### config.mk
export PLATFORM = sky130hd
export DESIGN_NAME = histo_eq_ctrl_flat
export DESIGN_NICKNAME = d
export VERILOG_FILES = /design/src/rtl/histo_eq_ctrl_if.sv /design/src/rtl/histo_eq_ctrl.sv /design/src/flat_wrapper.sv
export SDC_FILE = /design/constraint.sdc
export NUM_CORES = 1
export LEC_CHECK = 0
export ABC_AREA = 1
export BUFFER_PORTS_ARGS = -buffer_cell sky130_fd_sc_hd__clkbuf_2
export CORE_MARGIN = 2
export CORE_UTILIZATION = 30
export CTS_BUF_LIST = sky130_fd_sc_hd__clkbuf_4
export CTS_CLUSTER_DIAMETER = 30
export DETAILED_ROUTE_END_ITERATION = 10
export GPL_TIMING_DRIVEN = 1
export SLEW_MARGIN = 20
export SYNTH_ARGS = -nofsm -noshare
export SYNTH_HDL_FRONTEND = slang
export SYNTH_SLANG_ARGS = --single-unit
### constraint.sdc
create_clock -name clk -period 2.3 [get_ports clk]
set_input_delay 0.345 -clock clk [delete_from_list [all_inputs] [get_ports clk]]
set_output_delay 0.345 -clock clk [all_outputs]
set_load 0.05 [all_outputs]
### src/rtl/histo_eq_ctrl_if.sv
// rtl/histo_eq_ctrl_if.sv - image and histogram SRAM port bundle for histo_eq_ctrl
interface histo_eq_ctrl_if #(
    parameter int p_depth_bit        = 8,
    parameter int p_depth_size_bit   = 10,
    parameter int p_histo_sram_a_bit = 8,
    parameter int p_histo_sram_d_bit = 10
);
    logic                          img_rd_en;
    logic [p_depth_size_bit-1:0]   img_rd_a;
    logic [p_depth_bit-1:0]        img_rd_d;
    logic                          histo_rd_en;
    logic [p_histo_sram_a_bit-1:0] histo_rd_a;
    logic [p_histo_sram_d_bit-1:0] histo_rd_d;
    logic                          histo_wr_en;
    logic [p_histo_sram_a_bit-1:0] histo_wr_a;
    logic [p_histo_sram_d_bit-1:0] histo_wr_d;

    modport master (
        output img_rd_en, img_rd_a,
        input  img_rd_d,
        output histo_rd_en, histo_rd_a,
        input  histo_rd_d,
        output histo_wr_en, histo_wr_a, histo_wr_d
    );

    modport slave (
        input  img_rd_en, img_rd_a,
        output img_rd_d,
        input  histo_rd_en, histo_rd_a,
        output histo_rd_d,
        input  histo_wr_en, histo_wr_a, histo_wr_d
    );
endinterface

### src/rtl/histo_eq_ctrl.sv
// rtl/histo_eq_ctrl.sv - histogram build and CDF threshold sequencer; option macro HISTO_EQ_CTRL_CLEAR_ON_SCAN_EN
module histo_eq_ctrl #(
    parameter int p_depth_bit        = 8,
    parameter int p_depth_size_bit   = 10,
    parameter int p_depth_qnt_bit    = 3,
    parameter int p_th_num           = 7,
    parameter int p_histo_sram_a_bit = 8,
    parameter int p_histo_sram_d_bit = 10
) (
    input  logic                            clk,
    input  logic                            rst,
    input  logic                            start,
    output logic                            busy,
    output logic                            done,
    histo_eq_ctrl_if.master                 mem,
    output logic [p_th_num*p_depth_bit-1:0] th,
    output logic                            th_valid,
    output logic                            sat
);
    localparam int n_bins  = 2**p_depth_bit;
    localparam int n_pix   = 2**p_depth_size_bit;
    localparam int cnt_w   = p_depth_size_bit + 2;
    localparam int cdf_w   = p_depth_size_bit + 1;
    localparam int step_sh = p_depth_size_bit - p_depth_qnt_bit;
    localparam logic [p_histo_sram_d_bit-1:0] cnt_max = '1;

    typedef enum logic [2:0] {s_idle, s_clear, s_accum, s_thresh, s_done} state_t;

    state_t                        state, state_nx;
    logic [cnt_w-1:0]              cnt;
    logic                          s1_vld, s2_vld;
    logic [p_depth_bit-1:0]        s2_pix;
    logic                          prev_wr_en;
    logic [p_histo_sram_a_bit-1:0] prev_wr_a;
    logic [p_histo_sram_d_bit-1:0] prev_wr_d;
    logic [p_histo_sram_d_bit-1:0] rd_cnt, inc_val;
    logic [cdf_w-1:0]              cdf, cdf_nx;
    logic [p_th_num-1:0]           th_set;
    logic [p_depth_bit-1:0]        bin;
    logic                          thresh_data, thresh_last;
`ifdef HISTO_EQ_CTRL_CLEAR_ON_SCAN_EN
    logic                          first_frame;
`endif

    assign busy = (state != s_idle);
    assign done = (state == s_done);

    // One-deep forward: the SRAM returns old data when the previous cycle wrote the same bin
    assign rd_cnt  = (prev_wr_en && prev_wr_a == s2_pix) ? prev_wr_d : mem.histo_rd_d;
    assign inc_val = (rd_cnt == cnt_max) ? cnt_max : rd_cnt + p_histo_sram_d_bit'(1);

    assign bin         = cnt[p_depth_bit-1:0] - p_depth_bit'(1);
    assign thresh_data = (state == s_thresh) && (cnt != '0);
    assign thresh_last = (cnt == cnt_w'(n_bins));
    assign cdf_nx      = cdf + cdf_w'(mem.histo_rd_d);

    always_comb begin
        state_nx = state;
        case (state)
            s_idle: begin
                if (start) begin
`ifdef HISTO_EQ_CTRL_CLEAR_ON_SCAN_EN
                    state_nx = first_frame ? s_clear : s_accum;
`else
                    state_nx = s_clear;
`endif
                end
            end
            s_clear:  if (cnt == cnt_w'(n_bins - 1)) state_nx = s_accum;
            s_accum:  if (cnt == cnt_w'(n_pix + 1))  state_nx = s_thresh;
            s_thresh: if (thresh_last)               state_nx = s_done;
            s_done:   state_nx = s_idle;
            default:  state_nx = s_idle;
        endcase
    end

    always_comb begin
        mem.img_rd_en   = 1'b0;
        mem.img_rd_a    = '0;
        mem.histo_rd_en = 1'b0;
        mem.histo_rd_a  = '0;
        mem.histo_wr_en = 1'b0;
        mem.histo_wr_a  = '0;
        mem.histo_wr_d  = '0;
        case (state)
            s_clear: begin
                mem.histo_wr_en = 1'b1;
                mem.histo_wr_a  = cnt[p_histo_sram_a_bit-1:0];
            end
            s_accum: begin
                mem.img_rd_en   = (cnt < cnt_w'(n_pix));
                mem.img_rd_a    = cnt[p_depth_size_bit-1:0];
                mem.histo_rd_en = s1_vld;
                mem.histo_rd_a  = mem.img_rd_d;
                mem.histo_wr_en = s2_vld;
                mem.histo_wr_a  = s2_pix;
                mem.histo_wr_d  = inc_val;
            end
            s_thresh: begin
                mem.histo_rd_en = (cnt < cnt_w'(n_bins));
                mem.histo_rd_a  = cnt[p_histo_sram_a_bit-1:0];
`ifdef HISTO_EQ_CTRL_CLEAR_ON_SCAN_EN
                mem.histo_wr_en = (cnt != '0);
                mem.histo_wr_a  = bin;
`endif
            end
            default: ;
        endcase
    end

    always_ff @(posedge clk) begin
        if (rst) begin
            state      <= s_idle;
            cnt        <= '0;
            s1_vld     <= 1'b0;
            s2_vld     <= 1'b0;
            s2_pix     <= '0;
            prev_wr_en <= 1'b0;
            prev_wr_a  <= '0;
            prev_wr_d  <= '0;
            cdf        <= '0;
            th_set     <= '0;
            th         <= '0;
            th_valid   <= 1'b0;
            sat        <= 1'b0;
`ifdef HISTO_EQ_CTRL_CLEAR_ON_SCAN_EN
            first_frame <= 1'b1;
`endif
        end else begin
            state      <= state_nx;
            cnt        <= (state_nx != state) ? '0 : cnt + cnt_w'(1);
            s1_vld     <= mem.img_rd_en;
            s2_vld     <= s1_vld;
            s2_pix     <= mem.img_rd_d;
            prev_wr_en <= mem.histo_wr_en;
            prev_wr_a  <= mem.histo_wr_a;
            prev_wr_d  <= mem.histo_wr_d;

            if (state == s_idle && start) begin
                th_valid <= 1'b0;
                sat      <= 1'b0;
            end
            if (state == s_accum && s2_vld && rd_cnt == cnt_max)
                sat <= 1'b1;

            // All comparators look at the same running cdf, so several thresholds may land on one bin
            if (thresh_data) begin
                cdf <= cdf_nx;
                for (int k = 0; k < p_th_num; k++) begin
                    if (!th_set[k] && (cdf_nx >= cdf_w'((k + 1) << step_sh) || thresh_last)) begin
                        th[k*p_depth_bit +: p_depth_bit] <= bin;
                        th_set[k]                        <= 1'b1;
                    end
                end
            end else if (state != s_thresh) begin
                cdf    <= '0;
                th_set <= '0;
            end

            if (state == s_thresh && state_nx == s_done)
                th_valid <= 1'b1;
`ifdef HISTO_EQ_CTRL_CLEAR_ON_SCAN_EN
            if (state == s_done)
                first_frame <= 1'b0;
`endif
        end
    end
endmodule

### src/flat_wrapper.sv
// flat-port wrapper written by rule: the top's interface ports become plain ports
module histo_eq_ctrl_flat 
#(
    parameter int p_depth_bit        = 8,
    parameter int p_depth_size_bit   = 10,
    parameter int p_depth_qnt_bit    = 3,
    parameter int p_th_num           = 7,
    parameter int p_histo_sram_a_bit = 8,
    parameter int p_histo_sram_d_bit = 10
)
  (clk, rst, start, busy, done, th, th_valid, sat, mem_img_rd_en, mem_img_rd_a, mem_img_rd_d, mem_histo_rd_en, mem_histo_rd_a, mem_histo_rd_d, mem_histo_wr_en, mem_histo_wr_a, mem_histo_wr_d);
  histo_eq_ctrl_if #(.p_depth_bit(p_depth_bit), .p_depth_size_bit(p_depth_size_bit), .p_histo_sram_a_bit(p_histo_sram_a_bit), .p_histo_sram_d_bit(p_histo_sram_d_bit)) mem_i ();
  input  logic clk;
  input  logic rst;
  input  logic start;
  output logic busy;
  output logic done;
  output logic [p_th_num*p_depth_bit-1:0] th;
  output logic th_valid;
  output logic sat;
  output wire logic [$bits(mem_i.img_rd_en)-1:0] mem_img_rd_en;
  output wire logic [$bits(mem_i.img_rd_a)-1:0] mem_img_rd_a;
  input wire logic [$bits(mem_i.img_rd_d)-1:0] mem_img_rd_d;
  output wire logic [$bits(mem_i.histo_rd_en)-1:0] mem_histo_rd_en;
  output wire logic [$bits(mem_i.histo_rd_a)-1:0] mem_histo_rd_a;
  input wire logic [$bits(mem_i.histo_rd_d)-1:0] mem_histo_rd_d;
  output wire logic [$bits(mem_i.histo_wr_en)-1:0] mem_histo_wr_en;
  output wire logic [$bits(mem_i.histo_wr_a)-1:0] mem_histo_wr_a;
  output wire logic [$bits(mem_i.histo_wr_d)-1:0] mem_histo_wr_d;
  assign mem_img_rd_en = mem_i.img_rd_en;
  assign mem_img_rd_a = mem_i.img_rd_a;
  assign mem_i.img_rd_d = mem_img_rd_d;
  assign mem_histo_rd_en = mem_i.histo_rd_en;
  assign mem_histo_rd_a = mem_i.histo_rd_a;
  assign mem_i.histo_rd_d = mem_histo_rd_d;
  assign mem_histo_wr_en = mem_i.histo_wr_en;
  assign mem_histo_wr_a = mem_i.histo_wr_a;
  assign mem_histo_wr_d = mem_i.histo_wr_d;
  histo_eq_ctrl #(.p_depth_bit(p_depth_bit), .p_depth_size_bit(p_depth_size_bit), .p_depth_qnt_bit(p_depth_qnt_bit), .p_th_num(p_th_num), .p_histo_sram_a_bit(p_histo_sram_a_bit), .p_histo_sram_d_bit(p_histo_sram_d_bit)) u_core (.clk(clk), .rst(rst), .start(start), .busy(busy), .done(done), .mem(mem_i), .th(th), .th_valid(th_valid), .sat(sat));
endmodule
==> Implementation_results.wiki, run 1 <==
{| class="wikitable"
! Metric !! Value
|-
| Overall track demand over capacity in global routing || 0.171
|-
| Crit Path Class || flip-flop to output pin
|-
| Post-DR vias/cell || 4.48
|-
| Worst setup skew after layout || 0.0211 ns
|-
| CTS sink cnt || 120
|-
| Cell area after layout || ~9400 µm²
|-
| Power density over the cells || 450 nW/µm²
|-
| Sum of negative setup slack || -6.52 ns
|-
| Count of buffers inserted at the top-level ports || 119
|-
| Half-perimeter wire length after placement || ~14000 µm
|-
| Standard cell with the maximum stage delay on the critical path || sky130_fd_sc_hd__dfxtp_1
|-
| Max stage delay on crit path || approximately 0.34 ns
|-
| Gpl congestion || approximately 0.87
|-
| Clock transition at the registers of the reported paths || 0.11 ns
|-
| Endpoint class of the critical path || output pin
|-
| # diodes || 0
|-
| Iteration count of the initial detailed-routing pass || 6
|-
| Kind of cell with the highest combined delay on the critical path || simple AND/OR/NAND/NOR gates
|-
| Die area || around 22000 µm²
|-
| Iteration-0 DRC count of the detailed router || between 300 and 400
|-
| Worst-margin pin slew || 0.606 ns
|-
| Number of antenna violations at the first check in global routing || 0
|-
| Critical path required time || 1.96 ns
|-
| Synthesized-area fraction occupied by xor and xnor cells || 0.0237
|-
| Initial standard-cell utilization of the core || 0.307
|-
| Area of the core || ~20000 µm²
|-
| Compound-Gate Fraction of Synth Area || 0.0834
|-
| Leakage power figure || about 4.3 nW
|-
| Antenna-violating nets left || 0
|-
| Clock latency on the worst-skew pair || 0.54 ns
|-
| Max-cap check violation count || 0
|-
| Count of final max-slew check failures || 0
|-
| Area share of fa/ha/maj cells after synthesis || 0.0313
|-
| Synth async-reset ratio || 0
|-
| P&R area growth vs syn || 50.9%
|-
| CTS root buf || sky130_fd_sc_hd__clkbuf_4
|-
| Count of warnings emitted by yosys || 0
|-
| Outcome || finished with violations
|-
| Number of DRC violations after detailed routing || 0
|-
| Worst-path fanout max || 7
|-
| Placed Instance Area || around 8000 µm²
|-
| Synthesized instance count || just over 900
|-
| Path class of the lowest-slack min-delay path || input port to flip-flop
|-
| Post-Syn Area per Cell || about 6.7 µm²
|-
| Fraction of final layout cells sized beyond drive strength 1 || 0.387
|-
| VDD IR max || 0.320 mV
|-
| Routed Wire Length || between 15000 and 20000 µm
|-
| Number of hold-slack violations in the final timing report || 0
|-
| Tightest hold margin || approximately 0.048 ns
|-
| Die X || approximately 150 µm
|-
| Maximum level of the CTS H-tree || 4
|-
| Number of nets in the layout || 1205
|-
| Timing-limited maximum frequency || 0.332 GHz
|-
| Simple logic cell fraction of the synthesized area || 0.355
|-
| Total setup violations reported at the end of the flow || 12
|-
| I/O pins || 120
|-
| Total of fill cells in the finished design || between 2000 and 2500
|-
| Worst rel slew slack || 0.596
|-
| Number of global-route vias before repair || slightly above 6000
|-
| Proportion of synthesized area in mux cells || 0
|-
| Combined buffer and inverter count along the critical path || 4
|-
| TritonCTS clock tree || yes
|-
| Via count || between 6000 and 7000
|-
| Violations in the final reports || negative setup slack
|-
| Count of flip-flops with a built-in enable after synthesis || 0
|-
| Crit path arrival time || 2.66 ns
|-
| Portion of the post-synthesis area used by sequential elements || 0.386
|-
| Chip height || 148 µm
|-
| Dominant register cell in the synthesized netlist || sky130_fd_sc_hd__dfxtp_1
|-
| Synthesized Nets || roughly 960
|-
| Setup repair after global routing missed its margin || yes
|-
| Critical path, cell by cell || inv_1, nand2_1, nand4_1, nor2_4, nand2_4, buf_4, nand2_1, o21ai_1, nor2_1, nand3_4, buf_12, a21oi_4, buf_12
|-
| Pin count of the biggest net entering global routing || 57
|-
| Final clock period utilization by the worst path || 1.31
|-
| Wire length per cell || 13.5 µm
|-
| Combinational family with the most area after synthesis || simple AND/OR/NAND/NOR gates
|-
| Cell variety after synth || between 40 and 50
|-
| Number of storage elements in the synthesis netlist || 120
|-
| Worst-case setup margin in the final layout || -0.710 ns
|-
| Maximum count of clock buffers along a single path || 2
|-
| Global-route wire length before repair || roughly 30000 µm
|-
| Final min period || ~3 ns
|-
| Post-Syn Area || 6230 µm²
|-
| CP Launch Type || flip-flop
|-
| Standard-cell rows || between 50 and 60
|-
| TritonCTS buffer count || 17
|-
| Remaining global-route overflow || 0
|}
per-layer routing:
metal / vias to the layer above / share of wire / global-route usage
met2: 121 / 0.49 / 0.292
met5: - / 0 / 0
li1: 3361 / - / -
met4: 0 / 0.013 / 0.0443
met3: 15 / 0.045 / 0.0429
met1: 3002 / 0.46 / 0.217
synthesized netlist by cell type (2+ instances only):
library cell / instances / area, µm²
sky130_fd_sc_hd__o21ai_1: 7 / 35.0
sky130_fd_sc_hd__nor2_1: 166 / 623
sky130_fd_sc_hd__clkbuf_1: 18 / 67.6
sky130_fd_sc_hd__or2_2: 2 / 12.5
sky130_fd_sc_hd__nor3_1: 12 / 60.1
sky130_fd_sc_hd__inv_2: 6 / 22.5
sky130_fd_sc_hd__a31oi_1: 2 / 12.5
sky130_fd_sc_hd__ha_1: 14 / 175
sky130_fd_sc_hd__nor2_2: 4 / 25.0
sky130_fd_sc_hd__nor2_4: 3 / 33.8
sky130_fd_sc_hd__buf_6: 5 / 56.3
sky130_fd_sc_hd__dfxtp_1: 120 / 2400
sky130_fd_sc_hd__nand2_1: 225 / 845
sky130_fd_sc_hd__o21ai_2: 3 / 26.3
sky130_fd_sc_hd__xor2_1: 13 / 114
sky130_fd_sc_hd__a21oi_2: 4 / 35.0
sky130_fd_sc_hd__and2_1: 3 / 18.8
sky130_fd_sc_hd__a21oi_1: 36 / 180
sky130_fd_sc_hd__o21ai_0: 11 / 55.1
sky130_fd_sc_hd__clkinv_1: 2 / 7.51
sky130_fd_sc_hd__nand4_1: 25 / 156
sky130_fd_sc_hd__nand3_2: 9 / 90.1
sky130_fd_sc_hd__inv_1: 149 / 559
sky130_fd_sc_hd__nand2_2: 4 / 25.0
sky130_fd_sc_hd__o22ai_1: 18 / 113
sky130_fd_sc_hd__nand3_1: 40 / 200
sky130_fd_sc_hd__buf_4: 2 / 15.0
sky130_fd_sc_hd__buf_2: 3 / 15.0
sky130_fd_sc_hd__xnor2_1: 2 / 17.5
tightest hold or removal path, stage by stage:
cell	delay [ns]
sky130_fd_sc_hd__clkbuf_2	0.08
sky130_fd_sc_hd__inv_1	0.06
sky130_fd_sc_hd__nor2_1	0.06
kinds of logic (layout without fill, tap and decap cells):
logic type               Yosys count  after routing
AND/OR/NAND/NOR                  503            505
AO/OA/AOI/OAI                     86             86
flip-flops                       120            120
buffers and inverters            187            439
XOR/XNOR                          16             16
adder cells (fa/ha/maj)           15             15
worst paths after layout:
kind / slack [ns] / end / cells after the start / start
max reg2reg: -0.05 / u_core.prev_wr_d[2] / 15 / u_core.s2_pix[2]
min reg2reg: 0.45 / u_core.s2_vld / 2 / u_core.s1_vld
max: -0.71 / mem_histo_wr_d[0] / 13 / u_core.s2_pix[2]
min: 0.05 / u_core.s2_pix[1] / 3 / mem_img_rd_d[1]
layout by cell type, fill, tap and decap left out, types with 14 or more instances in the layout:
cell type                  instances
sky130_fd_sc_hd__nand4_1          25
sky130_fd_sc_hd__nand3_1          31
sky130_fd_sc_hd__inv_1           126
sky130_fd_sc_hd__a21oi_1          31
sky130_fd_sc_hd__clkbuf_4         18
sky130_fd_sc_hd__nor2_1          149
sky130_fd_sc_hd__inv_2            21
sky130_fd_sc_hd__buf_12           24
sky130_fd_sc_hd__dfxtp_2          16
sky130_fd_sc_hd__dfxtp_1         103
sky130_fd_sc_hd__nand2_2          36
sky130_fd_sc_hd__nand2_1         187
sky130_fd_sc_hd__clkbuf_2         95
sky130_fd_sc_hd__buf_4           109
sky130_fd_sc_hd__nor2_2           14
registers in the layout (all words and copies together) (netlist names):
register           flops
u_core.cdf            11
u_core.th             56
u_core.prev_wr_en      1
u_core.s2_vld          1
u_core.s2_pix          8
u_core.s1_vld          1
u_core.prev_wr_d      10
u_core.th_valid        1
u_core.state           3
u_core.prev_wr_a       8
u_core.sat             1
u_core.th_set          7
u_core.cnt            12
report_power, final:
group          total (mW)  switching [mW]  internal [mW]
registers            2.10         0.00944           2.09
logic               0.558           0.333          0.225
clock network        1.58           0.838          0.738
total                4.23            1.18           3.05
through the flow:
| stage | std cells | worst slack [ns] | power, mW | utilization |
|---|---|---|---|---|
| after floorplan | 927 | -0.220 | 2.39 | - |
| after global placement | 1386 | -0.260 | 2.62 | 0.403 |
| after detailed placement | 1386 | -0.272 | 2.62 | 0.403 |
| after CTS | 1434 | -0.749 | 4.24 | 0.435 |
| after global routing | 1451 | -0.870 | 4.41 | 0.463 |
| final | 1451 | -0.710 | 4.23 | 0.463 |
final cells by class:
cell class / count / area (µm²) / area share
flip-flops and latches: 120 / 2430 / 0.258
multi-input cells: 622 / 3730 / 0.397
clock inverters: 14 / 158 / 0.0168
repair buffers: 250 / 1990 / 0.212
clock buffers: 17 / 128 / 0.0136
well taps: 270 / 338 / 0.0359
inverters: 158 / 624 / 0.0664
repair_timing:
| item | in CTS | in global routing |
|---|---|---|
| pin swaps | 22 | 50 |
| setup buffers | 8 | 17 |
| hold endpoints to repair | 7 | 0 |
| gates resized for setup | 56 | 118 |
| hold buffers | 7 | 0 |
| endpoints found under the setup margin | 65 | 123 |
| cloned | 2 | 0 |
(Power assumes the default switching activity.)
==> inputs of run 2 (changes only) <==
- CORE_UTILIZATION: 30 -> 45
- PLACE_DENSITY: not set -> 0.7
==> run 2 against run 1 <==
Net effect:
- the flow still finishes with violations (negative setup slack)
- combinational power decreased by 2%
- via count increased by 4.0%
- global-route usage increased by 7.6 points
- core utilization increased by 24 points
- sequential power about the same
- total power increased by 1.7%
- worst hold slack improved by 0.21 ns
- final area decreased by 0.27%
- critical endpoint is now mem_histo_wr_d[9]
- largest cell class unchanged
==> Implementation_results.wiki, run 2 (synthesized netlist as in run 1, its figures left out) <==
{| class="wikitable"
! Metric !! Value
|-
| Outcome || finished with violations
|-
| Violations in the final reports || negative setup slack
|-
| Worst-path fanout max || 7
|-
| Number of antenna violations at the first check in global routing || 1
|-
| Clock latency on the worst-skew pair || slightly below 0.6 ns
|-
| Endpoint class of the critical path || output pin
|-
| Critical path, cell by cell || inv_1, nand2_1, nand4_1, nor2_4, nand2_4, buf_6, o21ai_4, buf_4, inv_1, nor2_1, inv_1, nor2_1, nand3_1, nand3_2, clkinvlp_4, buf_12
|-
| Clock transition at the registers of the reported paths || around 0.11 ns
|-
| Worst rel slew slack || 0.568
|-
| Gpl congestion || 0.906
|-
| I/O pins || 120
|-
| Number of nets in the layout || about 1200
|-
| Tightest hold margin || approximately 0.26 ns
|-
| Count of buffers inserted at the top-level ports || between 100 and 150
|-
| Total setup violations reported at the end of the flow || 16
|-
| Sum of negative setup slack || -8.15 ns
|-
| Area of the core || 13400 µm²
|-
| Standard cell with the maximum stage delay on the critical path || sky130_fd_sc_hd__dfxtp_1
|-
| Fraction of power consumed by the clock network || 0.386
|-
| Most frequent cells in the layout || 180 x sky130_fd_sc_hd__nand2_1, 151 x sky130_fd_sc_hd__nor2_1, 127 x sky130_fd_sc_hd__inv_1
|-
| TritonCTS clock tree || yes
|-
| Kind of cell with the highest combined delay on the critical path || simple AND/OR/NAND/NOR gates
|-
| Count of final max-slew check failures || 0
|-
| Worst-case setup margin in the final layout || -0.787 ns
|-
| VDD IR max || 0.358 mV
|-
| Via count || approximately 6800
|-
| Placed Instance Area || approximately 8000 µm²
|-
| Fraction of final layout cells sized beyond drive strength 1 || 0.392
|-
| Final min period || approximately 3.1 ns
|-
| Setup repair after global routing missed its margin || yes
|-
| Initial standard-cell utilization of the core || 0.465
|-
| Cell area after layout || between 9000 and 10000 µm²
|-
| Maximum count of clock buffers along a single path || 2
|-
| Crit path arrival time || between 2 and 3 ns
|-
| DR WL met2 || between 9000 and 10000 µm
|-
| Part of the total power dissipated in sequential elements || 0.487
|-
| Amount of wire on met3 after detailed routing || approximately 1100 µm
|-
| Standard-cell rows || 42
|-
| Power density over the cells || ~460 nW/µm²
|-
| Library cell appearing most often on the critical path || sky130_fd_sc_hd__inv_1
|-
| Pin count of the biggest net entering global routing || between 50 and 60
|-
| Crit Path Class || flip-flop to output pin
|-
| Antenna-violating nets left || 0
|-
| Routed Wire Length || between 15000 and 20000 µm
|-
| Iteration count of the initial detailed-routing pass || 5
|-
| Total of fill cells in the finished design || 1081
|-
| Number of hold-slack violations in the final timing report || 0
|-
| Total power || 4.31 mW
|-
| Combined buffer and inverter count along the critical path || 7
|-
| Iteration-0 DRC count of the detailed router || 512
|-
| Remaining global-route overflow || 0
|-
| Wire length per cell || around 14 µm
|-
| Die area || 14800 µm²
|-
| Internal power || ~3.1 mW
|-
| Chip height || roughly 120 µm
|-
| Critical path required time || between 1.5 and 2 ns
|-
| Max-cap check violation count || 0
|-
| Largest Register || u_core.th
|-
| Max stage delay on crit path || 0.35 ns
|-
| Timing-limited maximum frequency || around 0.32 GHz
|-
| Switch share || 0.285
|-
| Placed Cells incl. Taps || between 1000 and 1500
|-
| Worst setup skew after layout || roughly 0.020 ns
|-
| Post-DR vias/cell || 4.95
|-
| Flip-flop count of the largest register, all copies and words added || 56
|-
| Overall track demand over capacity in global routing || 0.248
|-
| Commonest non-fill, non-tap cell in the layout || sky130_fd_sc_hd__nand2_1
|-
| TritonCTS buffer count || 17
|-
| Die X || 122 µm
|-
| Half-perimeter wire length after placement || 12800 µm
|-
| CTS sink cnt || 120
|-
| Final clock period utilization by the worst path || 1.34
|-
| Largest registers in the final layout || u_core.th (56), u_core.cnt (12), u_core.cdf (11)
|-
| Number of DRC violations after detailed routing || 0
|-
| P&R area growth vs syn || 50.5%
|-
| Net load switching power || 1.23 mW
|-
| Maximum level of the CTS H-tree || 4
|-
| Proportion of power drawn by combinational gates || 0.127
|-
| Number of global-route vias before repair || 6069
|-
| CTS root buf || sky130_fd_sc_hd__clkbuf_4
|-
| Worst-margin pin slew || between 0.6 and 0.7 ns
|-
| Path class of the lowest-slack min-delay path || input port to flip-flop
|-
| M1 wire length || around 8400 µm
|-
| CP Launch Type || flip-flop
|-
| Leakage power figure || 4.36 nW
|-
| Topmost layer with routed signal wires || met4
|-
| Number of standard cells in the final layout excluding fillers || between 1000 and 1500
|-
| Global-route wire length before repair || around 29000 µm
|}
## run 2: metal layers
metal,vias up,GRT usage
li1,3384,-
met1,3113,0.312
met2,212,0.416
met3,51,0.0576
met4,0,0.0898
met5,-,0
## run 2: timing repair
action	in CTS	in global routing
endpoints found under the setup margin	65	106
gates resized for setup	72	131
cloned	0	3
pin swaps	34	49
hold buffers	8	0
hold endpoints to repair	8	0
buffers inserted	16	19
## run 2: area by class of cell
type                    instances  area [µm²]  area share
repair buffers                257        2090       0.223
inverters                     158         619      0.0661
multi-input cells             621        3710       0.396
clock inverters                14         170      0.0182
clock buffers                  18         135      0.0144
flip-flops and latches        120        2430       0.259
diodes                          1        2.50    0.000267
well taps                     176         220      0.0235
## run 2: final timing paths
kind / start / to / slack (ns) / depth (start not counted)
worst max-delay path: u_core.prev_wr_a[2] / mem_histo_wr_d[9] / -0.79 / 16
worst min-delay path: rst / u_core.s2_pix[5] / 0.26 / 3
worst max register to register: u_core.prev_wr_a[2] / u_core.prev_wr_d[1] / -0.41 / 21
worst min register to register: u_core.s1_vld / u_core.s2_vld / 0.44 / 2
## run 2: power by group through the flow
stage	registers (mW)	clock network [mW]	logic, mW
floorplan	2.14	0	0.251
global placement	2.14	0	0.447
detailed placement	2.14	0	0.450
CTS	2.10	1.68	0.490
global route	2.10	1.79	0.590
finish	2.10	1.66	0.548
## run 2: tightest hold or removal path: stages
cell,delay (ns)
sky130_fd_sc_hd__clkbuf_2,0.12
sky130_fd_sc_hd__buf_4,0.22
sky130_fd_sc_hd__nor2_1,0.11
## run 2: per-stage QoR
| step | utilization | worst slack [ns] |
|---|---|---|
| after global routing | 0.700 | -0.907 |
| after global placement | 0.596 | -0.179 |
| after CTS | 0.649 | -0.698 |
| after detailed placement | 0.596 | -0.209 |
| after floorplan | - | -0.220 |
| final | 0.700 | -0.787 |
